File: config.mk
export PLATFORM = sky130hd
export DESIGN_NAME = spectral_bin_remapper
export DESIGN_NICKNAME = d
export VERILOG_FILES = /design/src/rtl/spectral_bin_remapper.sv
export SDC_FILE = /design/constraint.sdc
export NUM_CORES = 1
export LEC_CHECK = 0
export BUFFER_PORTS_ARGS = -buffer_cell sky130_fd_sc_hd__clkbuf_2
export CORE_ASPECT_RATIO = 1.5
export CORE_MARGIN = 2
export CORE_UTILIZATION = 40
export CTS_BUF_LIST = sky130_fd_sc_hd__clkbuf_16
export DETAILED_ROUTE_END_ITERATION = 16
export SLEW_MARGIN = 15
export SYNTH_ARGS = -nofsm -noshare
export SYNTH_HDL_FRONTEND = slang
export SYNTH_SLANG_ARGS = --single-unit
File: constraint.sdc
create_clock -name clk -period 11.9 [get_ports clk]
set_clock_uncertainty 0.05 [all_clocks]
set_input_delay 2.38 -clock clk [delete_from_list [all_inputs] [get_ports clk]]
set_output_delay 2.38 -clock clk [all_outputs]
set_load 0.1 [all_outputs]
File: src/rtl/spectral_bin_remapper.sv
// rtl/spectral_bin_remapper.sv - per-frame pitch-ratio spectral bin remapper feeding the IFFT
// Walks output bins, derives Hermitian-mirrored source bins, reads spectrum RAM, streams with backpressure.
module spectral_bin_remapper #(
    parameter int FFT_LOG2   = 10,
    parameter int DATA_W     = 32,
    parameter int RATIO_W    = 12,
    parameter int RATIO_FRAC = 8,
    parameter int RAM_LAT    = 1
) (
    input  logic                clk,
    input  logic                rst_n,
    input  logic                start,
    input  logic [1:0]          mode,
    input  logic [RATIO_W-1:0]  ratio,
    output logic                busy,
    output logic                ram_rd_en,
    output logic [FFT_LOG2-1:0] ram_addr,
    input  logic [DATA_W-1:0]   ram_data,
    output logic [DATA_W-1:0]   m_data,
    output logic                m_valid,
    input  logic                m_ready,
    output logic                m_last,
    output logic                frame_done
);
    localparam int N      = 1 << FFT_LOG2;
    localparam int DEPTH  = RAM_LAT + 2;
    localparam int PTR_W  = $clog2(DEPTH);
    localparam int CNT_W  = $clog2(DEPTH + 1);
    localparam int PROD_W = FFT_LOG2 + RATIO_W;
    localparam int S_W    = PROD_W - RATIO_FRAC;
    localparam logic [FFT_LOG2-1:0] K_HALF     = FFT_LOG2'(N / 2);
    localparam logic [S_W-1:0]      S_HALF     = S_W'(N / 2);
    localparam logic [1:0]          MODE_REMAP = 2'b01;
    localparam logic [1:0]          MODE_MUTE  = 2'b10;

    logic                r_busy, r_active, r_frame_done;
    logic [FFT_LOG2-1:0] r_k;
    logic [1:0]          r_mode;
    logic [RATIO_W-1:0]  r_ratio;
    logic                r_s1_valid, r_s1_upper;
    logic [FFT_LOG2-1:0] r_s1_k;
    logic [1:0]          r_s1_mode;
    logic [S_W-1:0]      r_s1_s;
    logic                r_ram_rd_en;
    logic [FFT_LOG2-1:0] r_ram_addr;
    logic                r_s2_valid, r_s2_zero, r_s2_last;
    logic [RAM_LAT-1:0]  r_dl_valid, r_dl_zero, r_dl_last;
    logic [DATA_W-1:0]   r_mem_data [DEPTH];
    logic                r_mem_last [DEPTH];
    logic [PTR_W-1:0]    r_wr_ptr, r_rd_ptr;
    logic [CNT_W-1:0]    r_count;

    logic                w_start_acc, w_upper, w_pop, w_credit, w_adv, w_issue;
    logic                w_zero, w_fifo_wr;
    logic [FFT_LOG2-1:0] w_cur_k, w_mult_x, w_src;
    logic [1:0]          w_cur_mode;
    logic [RATIO_W-1:0]  w_cur_ratio;
    logic [S_W-1:0]      w_s;
    logic [DATA_W-1:0]   w_fifo_data;
    int                  w_inflight;

    // The start cycle issues bin 0 directly from the live mode/ratio inputs.
    assign w_start_acc = start & ~r_busy;
    assign w_cur_k     = w_start_acc ? '0 : r_k;
    assign w_cur_mode  = w_start_acc ? mode : r_mode;
    assign w_cur_ratio = w_start_acc ? ratio : r_ratio;
    assign w_upper     = w_cur_k > K_HALF;
    assign w_mult_x    = w_upper ? ('0 - w_cur_k) : w_cur_k;
    assign w_s         = S_W'((PROD_W'(w_mult_x) * PROD_W'(w_cur_ratio)) >> RATIO_FRAC);

    // A RAM read cannot be stalled once issued, so credit covers stage 2, the latency line and the FIFO.
    assign w_pop      = m_valid & m_ready;
    assign w_inflight = int'(r_s2_valid) + $countones(r_dl_valid);
    assign w_credit   = (int'(r_count) + w_inflight - int'(w_pop)) < DEPTH;
    assign w_adv      = r_s1_valid & w_credit;
    assign w_issue    = (w_start_acc | r_active) & (~r_s1_valid | w_adv);

    always_comb begin
        w_zero = 1'b0;
        w_src  = r_s1_k;
        case (r_s1_mode)
            MODE_MUTE: w_zero = 1'b1;
            MODE_REMAP: begin
                if (!r_s1_upper) begin
                    w_zero = r_s1_s > S_HALF;
                    w_src  = r_s1_s[FFT_LOG2-1:0];
                end else begin
                    w_zero = r_s1_s >= S_HALF;
                    w_src  = (r_s1_s == '0) ? '0 : ('0 - r_s1_s[FFT_LOG2-1:0]);
                end
            end
            default: ;
        endcase
    end

    always_ff @(posedge clk) begin
        if (!rst_n) begin
            r_busy       <= 1'b0;
            r_active     <= 1'b0;
            r_frame_done <= 1'b0;
            r_k          <= '0;
            r_mode       <= '0;
            r_ratio      <= '0;
        end else begin
            r_frame_done <= w_pop & m_last;
            if (w_start_acc) begin
                r_busy  <= 1'b1;
                r_mode  <= mode;
                r_ratio <= ratio;
            end else if (w_pop & m_last) begin
                r_busy <= 1'b0;
            end
            if (w_issue) begin
                r_k      <= w_cur_k + 1'b1;
                r_active <= (w_cur_k != '1);
            end else if (w_start_acc) begin
                r_k      <= '0;
                r_active <= 1'b1;
            end
        end
    end

    always_ff @(posedge clk) begin
        if (!rst_n) begin
            r_s1_valid  <= 1'b0;
            r_s1_upper  <= 1'b0;
            r_s1_k      <= '0;
            r_s1_mode   <= '0;
            r_s1_s      <= '0;
            r_ram_rd_en <= 1'b0;
            r_ram_addr  <= '0;
            r_s2_valid  <= 1'b0;
            r_s2_zero   <= 1'b0;
            r_s2_last   <= 1'b0;
            r_dl_valid  <= '0;
            r_dl_zero   <= '0;
            r_dl_last   <= '0;
        end else begin
            if (w_issue) begin
                r_s1_valid <= 1'b1;
                r_s1_upper <= w_upper;
                r_s1_k     <= w_cur_k;
                r_s1_mode  <= w_cur_mode;
                r_s1_s     <= w_s;
            end else if (w_adv) begin
                r_s1_valid <= 1'b0;
            end
            r_ram_rd_en <= w_adv & ~w_zero;
            if (w_adv) r_ram_addr <= w_src;
            r_s2_valid <= w_adv;
            r_s2_zero  <= w_zero;
            r_s2_last  <= (r_s1_k == '1);
            r_dl_valid <= (r_dl_valid << 1) | RAM_LAT'(r_s2_valid);
            r_dl_zero  <= (r_dl_zero << 1) | RAM_LAT'(r_s2_zero);
            r_dl_last  <= (r_dl_last << 1) | RAM_LAT'(r_s2_last);
        end
    end

    // Zero bins keep their slot and enter the FIFO as literal zeros.
    assign w_fifo_wr   = r_dl_valid[RAM_LAT-1];
    assign w_fifo_data = r_dl_zero[RAM_LAT-1] ? '0 : ram_data;

    always_ff @(posedge clk) begin
        if (w_fifo_wr) begin
            r_mem_data[r_wr_ptr] <= w_fifo_data;
            r_mem_last[r_wr_ptr] <= r_dl_last[RAM_LAT-1];
        end
    end

    always_ff @(posedge clk) begin
        if (!rst_n) begin
            r_wr_ptr <= '0;
            r_rd_ptr <= '0;
            r_count  <= '0;
        end else begin
            if (w_fifo_wr) r_wr_ptr <= (r_wr_ptr == PTR_W'(DEPTH - 1)) ? '0 : r_wr_ptr + 1'b1;
            if (w_pop)     r_rd_ptr <= (r_rd_ptr == PTR_W'(DEPTH - 1)) ? '0 : r_rd_ptr + 1'b1;
            r_count <= r_count + CNT_W'(w_fifo_wr) - CNT_W'(w_pop);
        end
    end

    assign busy       = r_busy;
    assign ram_rd_en  = r_ram_rd_en;
    assign ram_addr   = r_ram_addr;
    assign m_valid    = (r_count != '0);
    assign m_data     = m_valid ? r_mem_data[r_rd_ptr] : '0;
    assign m_last     = m_valid & r_mem_last[r_rd_ptr];
    assign frame_done = r_frame_done;
endmodule

==> results.json, run 1 <==
{
  "status": "completed",
  "dp_cells": 1581,
  "reg2reg_slack_ns": 3.92,
  "grt_start_max_net_pins": 67,
  "synth-compound-area-share": 0.08374,
  "hold_viol_final": 0,
  "dpl-instance-area_mm2": 0.01222,
  "synth.area.top_cells": "edfxtp_1 26%, dfxtp_1 14%, fa_1 14%, ha_1 7.0%, nor2_1 6.3%",
  "critical_path.slowest_cell": "fa_1",
  "power_frac_seq": 0.326,
  "clkLatencyLatePin_ns": 0.43,
  "maxCapViolCount": 0,
  "rsz0062_at_grt": "false",
  "crit_path_max_fanout": 17,
  "synth_edf_count": 99,
  "synthDominantCellAreaShare": 0.2608,
  "die_width_um": 141.8,
  "tns_ns": 0,
  "switching_share": 0.4820,
  "async_flop_share": 0,
  "io_buffers": 96,
  "syn_to_final_growth_pct": 12.06,
  "synth_common_cells": "190 x nor2_1, 115 x nand2_1, 100 x inv_1",
  "power_frac_clock": 0.243,
  "finalSetupViolCount": 0,
  "row_count": 75,
  "holdCritStartpoint": "r_s2_zero",
  "reg2reg_from": "busy",
  "maxSlewHeadroom": 0.2517,
  "numCtsBuffers": 17,
  "vias_per_cell": 5.265,
  "drive_gt1_frac": 0.1247,
  "ys.flop_type": "edfxtp_1",
  "ys_types": 58,
  "cp-end-kind": "register",
  "fillCellCount": 2762,
  "ctsRootBufferMaster": "clkbuf_16",
  "multi_input_area_mm2": 0.006245,
  "worstSetupStartpointType": "primary input",
  "wl_per_cell_um": 16.91,
  "grt_pass1_vias": 8520,
  "design.die.area_mm2": 0.02990,
  "pwr-share-comb": 0.431,
  "gp_congestion": 0.8764,
  "cp.depth": 28,
  "internal-power_mw": 1.145,
  "top_usage_layer": "met2",
  "hold_buffers": 0,
  "synth-adder-area-share": 0.2090,
  "synth_seq_cells": 179,
  "routed_wl_mm": 27.28,
  "cpPeakStageDelay_ns": 0.55,
  "yosys-mux-area-fraction": 0.04214,
  "initial_core_util": 0.4063,
  "drt_iter0_markers": 346,
  "hold_slack_ns": 0.3846,
  "final_area_mm2": 0.01278,
  "core_mm2": 0.02806,
  "place_hpwl_mm": 20.52,
  "clockBufferDepth": 2,
  "worstSetupStartpoint": "start",
  "instances_no_fill": 1613,
  "p_sw_mw": 1.065,
  "grt_util_met3": 0.02494,
  "antenna_found_initial": 0,
  "ctsResizeCount": 0,
  "cts_tree": "yes",
  "gr-total-overflow": 0,
  "p_per_area_mw_per_mm2": 173.0,
  "grtUsageMet2": 0.3527,
  "finalCriticalPeriod_ns": 9.545,
  "drc": 0,
  "vias": 8492,
  "fmax_ghz": 0.1048,
  "reg2reg_to": "r_s1_s[13]",
  "clk_pin_slew_ns": 0.07,
  "synth_most_common_cell": "nor2_1",
  "diodes": 0,
  "hold_path.class": "reg -> reg",
  "crit_type": "in -> reg",
  "cts.sinks": 179,
  "grtUsageTotal": 0.1847,
  "final_util": 0.4553,
  "htreeDepth": 4,
  "synthXorXnorAreaFrac": 0.01921,
  "yosysWarnings": 0,
  "drtPass1Iterations": 4,
  "timing.final.crit_share": 0.8021,
  "reg2reg_depth": 27,
  "post_cts_buffers": 0,
  "final_max_slew_viol_count": 0,
  "grt_util_met1": 0.2067,
  "arrival_ns": 9.83,
  "synthSimpleGateAreaFrac": 0.1915,
  "ff_latch_area_mm2": 0.004577,
  "postRouteAntennaNets": 0,
  "crit_top_cell": "fa_1",
  "postSynthNetCount": 1375,
  "nNetsFinal": 1447,
  "cp.required_ns": 12.19,
  "cp_num_buf_inv": 4,
  "grt_pass1_wl_mm": 43.28,
  "yosysSeqAreaShare": 0.4012,
  "tightest_slew_ns": 1.091,
  "syn_area_per_cell_um2": 9.645,
  "critical-path-top-delay-family": "adder cells",
  "io_pins": 97,
  "timing.critical_path.to": "r_s1_s[13]",
  "ir_drop_v": 0.0001005,
  "yosysTopAreaCell": "edfxtp_1",
  "synth_top_family_by_area": "adder cells",
  "p_leak_nw": 5.485,
  "die_y_um": 210.8,
  "synth_area_mm2": 0.01140,
  "syn_inst": 1182
}
[state kept, by name (all words and copies together), names as in the netlist, 2 cells and up, named ones only]
name        cells
r_mem_data     96
r_s1_s         14
r_ratio        12
r_k            10
r_s1_k         10
ram_addr       10
r_mem_last      3
r_count         2
r_mode          2
r_rd_ptr        2
r_s1_mode       2
r_wr_ptr        2
[how the worst min path moves through the flow]
stage                            to  slack (ns)  cells after the start
final                     r_dl_zero        0.38                      1
after global routing      r_dl_zero        0.40                      1
after CTS                 r_dl_last        0.39                      1
after detailed placement  r_dl_last        0.37                      1
after global placement    r_dl_last        0.37                      1
after floorplan           r_dl_last        0.36                      1
[area by class of cell]
type / instances / area share
Clock inverter: 15 / 0.01058
Sequential cell: 179 / 0.3582
Inverter: 100 / 0.02938
Timing Repair Buffer: 110 / 0.04583
Clock buffer: 17 / 0.03330
Multi-Input combinational cell: 846 / 0.4888
Tap cell: 346 / 0.03389
[through the flow]
step | setup WS [ns] | power, mW
final | 2.355 | 2.210
after global routing | 1.850 | 2.310
after detailed placement | 1.951 | 1.698
after global placement | 2.122 | 1.692
after CTS | 2.391 | 2.235
after floorplan | 2.987 | 1.519
[power by group through the flow]
stage                     sequential [mW]  clock (mW)  combinational (mW)
after floorplan                     0.789           0               0.730
after global placement              0.733           0               0.958
after detailed placement            0.735           0               0.963
after CTS                           0.721       0.549               0.964
after global routing                0.725       0.573                1.01
final                               0.721       0.537               0.952
[cells in the final DEF (no fill, tap or decap), types with 3 or more instances in the layout]
master     Yosys  final
edfxtp_1      99     99
ha_1          64     64
nor2b_1       36     35
o21ai_0       21     21
mux2i_1       48     48
xor2_1        10     10
nand3_1       32     32
xnor2_1       15     15
inv_8          0      6
nand2_1      115    115
clkbuf_2       0     96
buf_4          0     14
and3_1         9      9
nor2_1       190    187
a221oi_1       4      4
inv_1        100     99
nand3b_1       4      4
nand4_1       12     12
fa_1          79     79
clkbuf_16      0     17
a211oi_1       6      6
and2_1         8      8
inv_6          0      3
o21a_1         4      4
dfxtp_1       80     78
nand2b_1       8      8
nor3_1        24     23
a31oi_1        4      4
a21oi_1       81     81
o21ai_1        3      3
o31ai_1        6      6
or3_1         20     20
o211ai_1       7      7
[logic make-up after synthesis]
logic type      Yosys count
compound gates          156
xor+xnor                 25
fa+ha+maj               143
buf+inv                 157
flops                   179
mux                      48
simple gates            474
[per-layer routing]
layer  part of all wire  wire, µm
met1               0.40     10860
met2               0.55     14910
met3              0.031       837
met4              0.024       663
met5                  0         0
[worst reg2reg max path, cell delays in order, from the launching register on]
cell and delay (ns):
dfxtp_1 0.41, nand2b_1 0.55, and2_1 0.27, inv_1 0.09, ha_1 0.22, nor4b_4 0.14
and3_4 0.21, nor2_1 0.29, o41ai_1 0.16, xnor2_1 0.40, or2_1 0.34, nor2_1 0.09
fa_1 0.49, fa_1 0.53, fa_1 0.52, fa_1 0.55, inv_1 0.06, fa_1 0.53
inv_1 0.04, ha_1 0.32, a2111oi_0 0.40, nand2_1 0.10, o21ai_0 0.15, nand2_1 0.14
o2111ai_4 0.27, a21oi_2 0.11, o21a_1 0.22, o311ai_2 0.24
Power figures use the tool's default switching activity.
==> inputs of run 2 (changes only) <==
--- a/config.mk
+++ b/config.mk
@@ -5,6 +5,7 @@
 export SDC_FILE = /design/constraint.sdc
 export NUM_CORES = 1
 export LEC_CHECK = 0
+export ABC_AREA = 1
 export BUFFER_PORTS_ARGS = -buffer_cell sky130_fd_sc_hd__clkbuf_2
 export CORE_ASPECT_RATIO = 1.5
 export CORE_MARGIN = 2
==> constraint.sdc (replaced) <==
create_clock -name clk -period 10 [get_ports clk]
set_clock_uncertainty 0.05 [all_clocks]
set_input_delay 2 -clock clk [delete_from_list [all_inputs] [get_ports clk]]
set_output_delay 2 -clock clk [all_outputs]
set_load 0.1 [all_outputs]
==> run 2 against run 1 <==
Net effect: global-route usage rose by 1.5 points; total power rose by 27%; sequential share of layout area fell by 0.87 points; via count rose by 7.3%; combinational power rose by 26%; worst hold slack got worse by 0.016 ns; clock power rose by 33%; critical path type unchanged; largest cell class unchanged; largest power group unchanged; highest routed layer unchanged.
==> results.json, run 2 <==
{
  "syn_inst": 1349,
  "postSynthNetCount": 1542,
  "fmax_ghz": 0.1238,
  "drive_gt1_frac": 0.1276,
  "hold_viol_final": 0,
  "finalSetupViolCount": 0,
  "layout_commonest_cell": "inv_1",
  "reg2reg_slack_ns": 3.18,
  "yosysSeqAreaShare": 0.3948,
  "diodes": 0,
  "htreeDepth": 4,
  "timing.final.crit_share": 0.8078,
  "final_cell_mix": "241 x inv_1, 237 x nand2_1, 169 x nor2_1, 99 x edfxtp_1, 96 x clkbuf_2",
  "crit_type": "in -> reg",
  "syn_area_per_cell_um2": 8.589,
  "clkLatencyLatePin_ns": 0.44,
  "place_hpwl_mm": 21.79,
  "instances_no_fill": 1832,
  "fillCellCount": 2815,
  "synth_common_cells": "242 x inv_1, 237 x nand2_1, 170 x nor2_1",
  "tightest_slew_ns": 1.119,
  "clk_pin_slew_ns": 0.07,
  "largest_register_ffs": 96,
  "regMostFlops": "r_mem_data",
  "ctsResizeCount": 0,
  "rsz0062_at_grt": "false",
  "gp_congestion": 0.9192,
  "antenna_found_initial": 0,
  "ctsRootBufferMaster": "clkbuf_16",
  "synth_seq_cells": 179,
  "dp_cells": 1800,
  "routed_wl_mm": 29.01,
  "nNetsFinal": 1622,
  "crit_path_max_fanout": 28,
  "cp.required_ns": 10.30,
  "row_count": 76,
  "drtPass1Iterations": 5,
  "final_max_slew_viol_count": 0,
  "cts_tree": "yes",
  "holdCritStartpoint": "r_s2_last",
  "syn_to_final_growth_pct": 12.94,
  "grt_pass1_wl_mm": 46.53,
  "finalCriticalPeriod_ns": 8.078,
  "post_cts_buffers": 0,
  "reg2reg_from": "busy",
  "critical_path.slowest_cell": "fa_1",
  "initial_core_util": 0.4048,
  "arrival_ns": 8.38,
  "numCtsBuffers": 17,
  "grtUsageTotal": 0.1999,
  "yosysWarnings": 0,
  "ys.flop_type": "edfxtp_1",
  "maxSlewHeadroom": 0.2527,
  "die_width_um": 143.0,
  "synth_area_mm2": 0.01159,
  "synth.area.top_cells": "edfxtp_1 26%, dfxtp_1 14%, fa_1 14%, inv_1 7.8%, nand2_1 7.7%",
  "reg2reg_depth": 33,
  "postRouteAntennaNets": 0,
  "design.die.area_mm2": 0.03037,
  "p_per_area_mw_per_mm2": 215.3,
  "hold_path.class": "reg -> reg",
  "cts.sinks": 179,
  "worstSetupStartpointType": "primary input",
  "ys_types": 49,
  "gr-total-overflow": 0,
  "async_flop_share": 0,
  "drt_iter0_markers": 498,
  "ff_latch_area_mm2": 0.004574,
  "grt_pass1_vias": 9189,
  "die_y_um": 212.4,
  "maxCapViolCount": 0,
  "total_power_mw": 2.818,
  "wl_per_cell_um": 15.84,
  "worstSetupStartpoint": "start",
  "grt_start_max_net_pins": 67,
  "io_buffers": 96,
  "clockBufferDepth": 2,
  "min_delay_path_depth": 2,
  "hold_buffers": 0,
  "drc": 0,
  "vias": 9115,
  "status": "completed",
  "synth_most_common_cell": "inv_1",
  "top_regs": "r_mem_data: 96 flops, r_s1_s: 14 flops, r_ratio: 12 flops",
  "p_leak_nw": 6.497,
  "tns_ns": 0,
  "synthDominantCellAreaShare": 0.2566,
  "yosysTopAreaCell": "edfxtp_1",
  "crit_top_cell": "nand2_1",
  "cp-end-kind": "register",
  "vias_per_cell": 4.975,
  "io_pins": 97,
  "core_mm2": 0.02862,
  "multi_input_area_mm2": 0.005873,
  "cpPeakStageDelay_ns": 0.55,
  "ir_drop_v": 0.0001326,
  "synth_edf_count": 99
}
[run 2: cell count changes in the layout (fill, tap and decap cells not counted), sizes merged, moves of 10 or more]
cell and change:
a21oi -18, and3 -10, inv +146, mux2i -46, nand2 +128, nand3 +27, nor2 -10, nor2b -36
nor3 -10, o211ai +30, o21ai +43, or3 -20, xnor2 -13
[run 2: final cells by class]
type | count | share of cell area
Multi-Input combinational cell | 869 | 0.4488
Inverter | 256 | 0.07401
Clock inverter | 15 | 0.01530
Timing Repair Buffer | 106 | 0.04246
Tap cell | 390 | 0.03729
Sequential cell | 179 | 0.3496
Clock buffer | 17 | 0.03251
[run 2: worst max-delay path: cells and delay by family]
| kind | cells | cell delay [ns] |
|---|---|---|
| adder cells (fa/ha/maj) | 7 | 3.19 |
| AND/OR/NAND/NOR | 14 | 1.55 |
| buffers and inverters | 8 | 0.88 |
| XOR/XNOR | 1 | 0.15 |
| AO/OA/AOI/OAI | 3 | 0.58 |
[run 2: cells by family (layout without fill, tap and decap cells)]
logic type      after synthesis  in the layout  share of synthesized area
simple gates                517            517                     0.1880
flops                       179            179                     0.3948
mux                           2              2                   0.001728
fa+ha+maj                   143            143                     0.2056
compound gates              190            190                    0.09762
xor+xnor                     17             17                    0.01285
buf+inv                     301            394                    0.09935
[run 2: worst paths after layout]
| check | to |
|---|---|
| max | r_s1_s[9] |
| min | r_dl_last |
| max reg2reg | r_s1_s[9] |
| min reg2reg | r_dl_last |
[run 2: routing by layer]
layer / track usage / wire length, µm / vias to the layer above
met2: 0.3725 / 15430 / 249
li1: - / - / 4460
met1: 0.2154 / 11080 / 4338
met5: 0 / 0 / -
met4: 0.1069 / 1464 / 0
met3: 0.02815 / 1031 / 68
[run 2: power breakdown]
part	internal [mW]	switching, mW
Combinational	0.227	0.974
Sequential	0.857	0.0460
Clock	0.420	0.293
[run 2: stage by stage]
| step | hold slack [ns] | worst slack [ns] | util | cell area, µm² |
|---|---|---|---|---|
| 3_3_place_gp | 0.3423 | 1.541 | 0.4353 | 12460 |
| 2_1_floorplan | 0.3405 | 2.472 | - | 11590 |
| 6_report | 0.3682 | 1.922 | 0.4572 | 13090 |
| 3_5_place_dp | 0.3519 | 1.501 | 0.4353 | 12460 |
| 5_1_grt | 0.3989 | 1.446 | 0.4572 | 13090 |
| 4_1_cts | 0.3733 | 1.962 | 0.4572 | 13090 |
==> inputs of run 3 (changes only) <==
==> constraint.sdc (replaced) <==
create_clock -name clk -period 6.6 [get_ports clk]
set_clock_uncertainty 0.05 [all_clocks]
set_input_delay 1.32 -clock clk [delete_from_list [all_inputs] [get_ports clk]]
set_output_delay 1.32 -clock clk [all_outputs]
set_load 0.1 [all_outputs]
==> run 3 against run 2 <==
Net effect: utilization increased by 4.9 points; cell count grew 7.4%; worst hold slack improved by 0.0099 ns; critical path type unchanged; critical endpoint is now r_s1_s[7].
==> results.json, run 3 (same netlist as run 2, synthesis figures left out) <==
{
  "crit_type": "in -> reg",
  "grt_pass1_vias": 9885,
  "worstSetupStartpointType": "primary input",
  "cp.required_ns": 6.94,
  "routed-wl-met3_mm": 1.102,
  "cts.sinks": 179,
  "gr-total-overflow": 0,
  "core_mm2": 0.02862,
  "setup_ws_ns": 0.2012,
  "layout_commonest_cell": "inv_1",
  "die_width_um": 143.0,
  "design.die.area_mm2": 0.03037,
  "htreeDepth": 4,
  "top_regs": "r_mem_data: 96 flops, r_s1_s: 14 flops, r_ratio: 12 flops",
  "wl_met1_mm": 11.62,
  "hold_buffers": 0,
  "grtUsageTotal": 0.2067,
  "postRouteAntennaNets": 0,
  "initial_core_util": 0.4048,
  "reg2reg_depth": 30,
  "drive_gt1_frac": 0.2448,
  "hold_viol_final": 0,
  "pwr-share-comb": 0.444,
  "status": "completed",
  "ff_latch_area_mm2": 0.004574,
  "reg2reg_from": "busy",
  "wl_met2_mm": 16.45,
  "cp.depth": 30,
  "ctsRootBufferMaster": "clkbuf_16",
  "cp-end-kind": "register",
  "worstSetupStartpoint": "start",
  "total_power_mw": 4.299,
  "grt_pass1_wl_mm": 48.32,
  "cpPeakStageDelay_ns": 0.55,
  "fmax_ghz": 0.1563,
  "grt_start_max_net_pins": 67,
  "row_count": 76,
  "io_buffers": 96,
  "crit_path_max_fanout": 5,
  "regMostFlops": "r_mem_data",
  "rsz0062_at_grt": "true",
  "diodes": 0,
  "arrival_ns": 6.74,
  "ir_drop_v": 0.0001958,
  "power_frac_clock": 0.238,
  "io_pins": 97,
  "reg2reg_slack_ns": 0.71,
  "drtPass1Iterations": 5,
  "maxCapViolCount": 0,
  "timing.critical_path.to": "r_s1_s[7]",
  "p_per_area_mw_per_mm2": 296.8,
  "timing.final.crit_share": 0.9695,
  "highest_layer": "met4",
  "final_cell_mix": "235 x inv_1, 222 x nand2_1, 162 x nor2_1, 139 x buf_4, 99 x edfxtp_1",
  "power_frac_seq": 0.318,
  "largest_register_ffs": 96,
  "critical-path-top-delay-family": "adder cells",
  "clk_pin_slew_ns": 0.07,
  "critical_path.slowest_cell": "fa_1",
  "place_hpwl_mm": 22.79,
  "p_leak_nw": 7.171,
  "switching_share": 0.4729,
  "final_max_slew_viol_count": 0,
  "vias_per_cell": 4.880,
  "gp_congestion": 0.9163,
  "routed_wl_mm": 30.48,
  "nNetsFinal": 1757,
  "internal-power_mw": 2.266,
  "antenna_found_initial": 0,
  "numCtsBuffers": 17,
  "cp_num_buf_inv": 8,
  "reg2reg_to": "r_s1_s[7]",
  "finalCriticalPeriod_ns": 6.399,
  "place_ws_ns": -0.5335,
  "p_sw_mw": 2.033,
  "tightest_slew_ns": 0.6837,
  "multi_input_area_mm2": 0.006240,
  "finalSetupViolCount": 0,
  "fillCellCount": 2746,
  "wl_per_cell_um": 15.49,
  "maxSlewHeadroom": 0.5442,
  "clockBufferDepth": 2,
  "dpl-instance-area_mm2": 0.01347,
  "cts_tree": "yes",
  "drt_iter0_markers": 353,
  "clkLatencyLatePin_ns": 0.44,
  "vias": 9599,
  "final_area_mm2": 0.01448,
  "syn_to_final_growth_pct": 25.01,
  "hold_path.class": "reg -> reg",
  "die_y_um": 212.4,
  "drc": 0
}
run 3: cell count changes in the layout (fill, tap and decap cells not counted), moves of 5 or more:
cell,delta
buf_4,+129
nand2_1,-15
nand2_2,+12
ha_1,-11
ha_4,+9
o21ai_0,-8
a21oi_1,-7
nor2_1,-7
inv_1,-6
nor2_2,+6
o21ai_1,+6
inv_2,+5
run 3: routing by layer:
layer / vias to the layer above / GRT usage
li1: 4729 / -
met1: 4566 / 0.2217
met2: 214 / 0.3892
met3: 90 / 0.03198
met4: 0 / 0.1004
met5: - / 0
run 3: cell type report:
class | instances | area share
inverters | 256 | 0.06807
clock buffers | 18 | 0.03110
flip-flops and latches | 179 | 0.3158
repair buffers | 240 | 0.1104
well taps | 390 | 0.03369
multi-input cells | 870 | 0.4308
clock inverters | 14 | 0.01011
run 3: worst reg2reg max path: cells and delay by family, from the launching register on:
| kind | cells | cell delay, ns |
|---|---|---|
| AND/OR/NAND/NOR | 12 | 1.33 |
| adder cells (fa/ha/maj) | 6 | 2.83 |
| AO/OA/AOI/OAI | 3 | 0.50 |
| flip-flops | 1 | 0.33 |
| buffers and inverters | 8 | 0.61 |
| XOR/XNOR | 1 | 0.19 |
run 3: worst min-delay path by stage:
stage	slack (ns)	from	endpoint	cells past startpoint
global placement	0.35	r_s2_zero	r_dl_zero	2
detailed placement	0.37	r_s2_zero	r_dl_zero	2
floorplan	0.34	r_s2_last	r_dl_last	2
global route	0.41	r_s2_valid	r_dl_valid	2
CTS	0.38	r_s2_zero	r_dl_zero	2
finish	0.38	r_s2_zero	r_dl_zero	2
run 3: power by group through the flow:
stage	Clock (mW)	Combinational (mW)	Sequential (mW)
floorplan	0	1.31	1.57
global placement	0	1.88	1.39
detailed placement	0	1.90	1.39
CTS	1.05	1.90	1.37
global route	1.09	2.06	1.38
finish	1.02	1.91	1.37
run 3: metrics by stage:
step,util,std cells,hold slack [ns],TNS [ns]
final,0.5060,1967,0.3781,0
after global routing,0.5060,1967,0.4145,-0.3046
after CTS,0.4924,1956,0.3802,0
after detailed placement,0.4706,1923,0.3678,-5.736
after global placement,0.4706,1923,0.3457,-4.666
after floorplan,-,1349,0.3405,-0.0004898
run 3: what timing repair did:
action | CTS | global route
pin swaps | 2 | 62
cloned | 0 | 1
gates resized for setup | 5 | 86
endpoints found under the setup margin | 3 | 14
setup buffers | 1 | 10
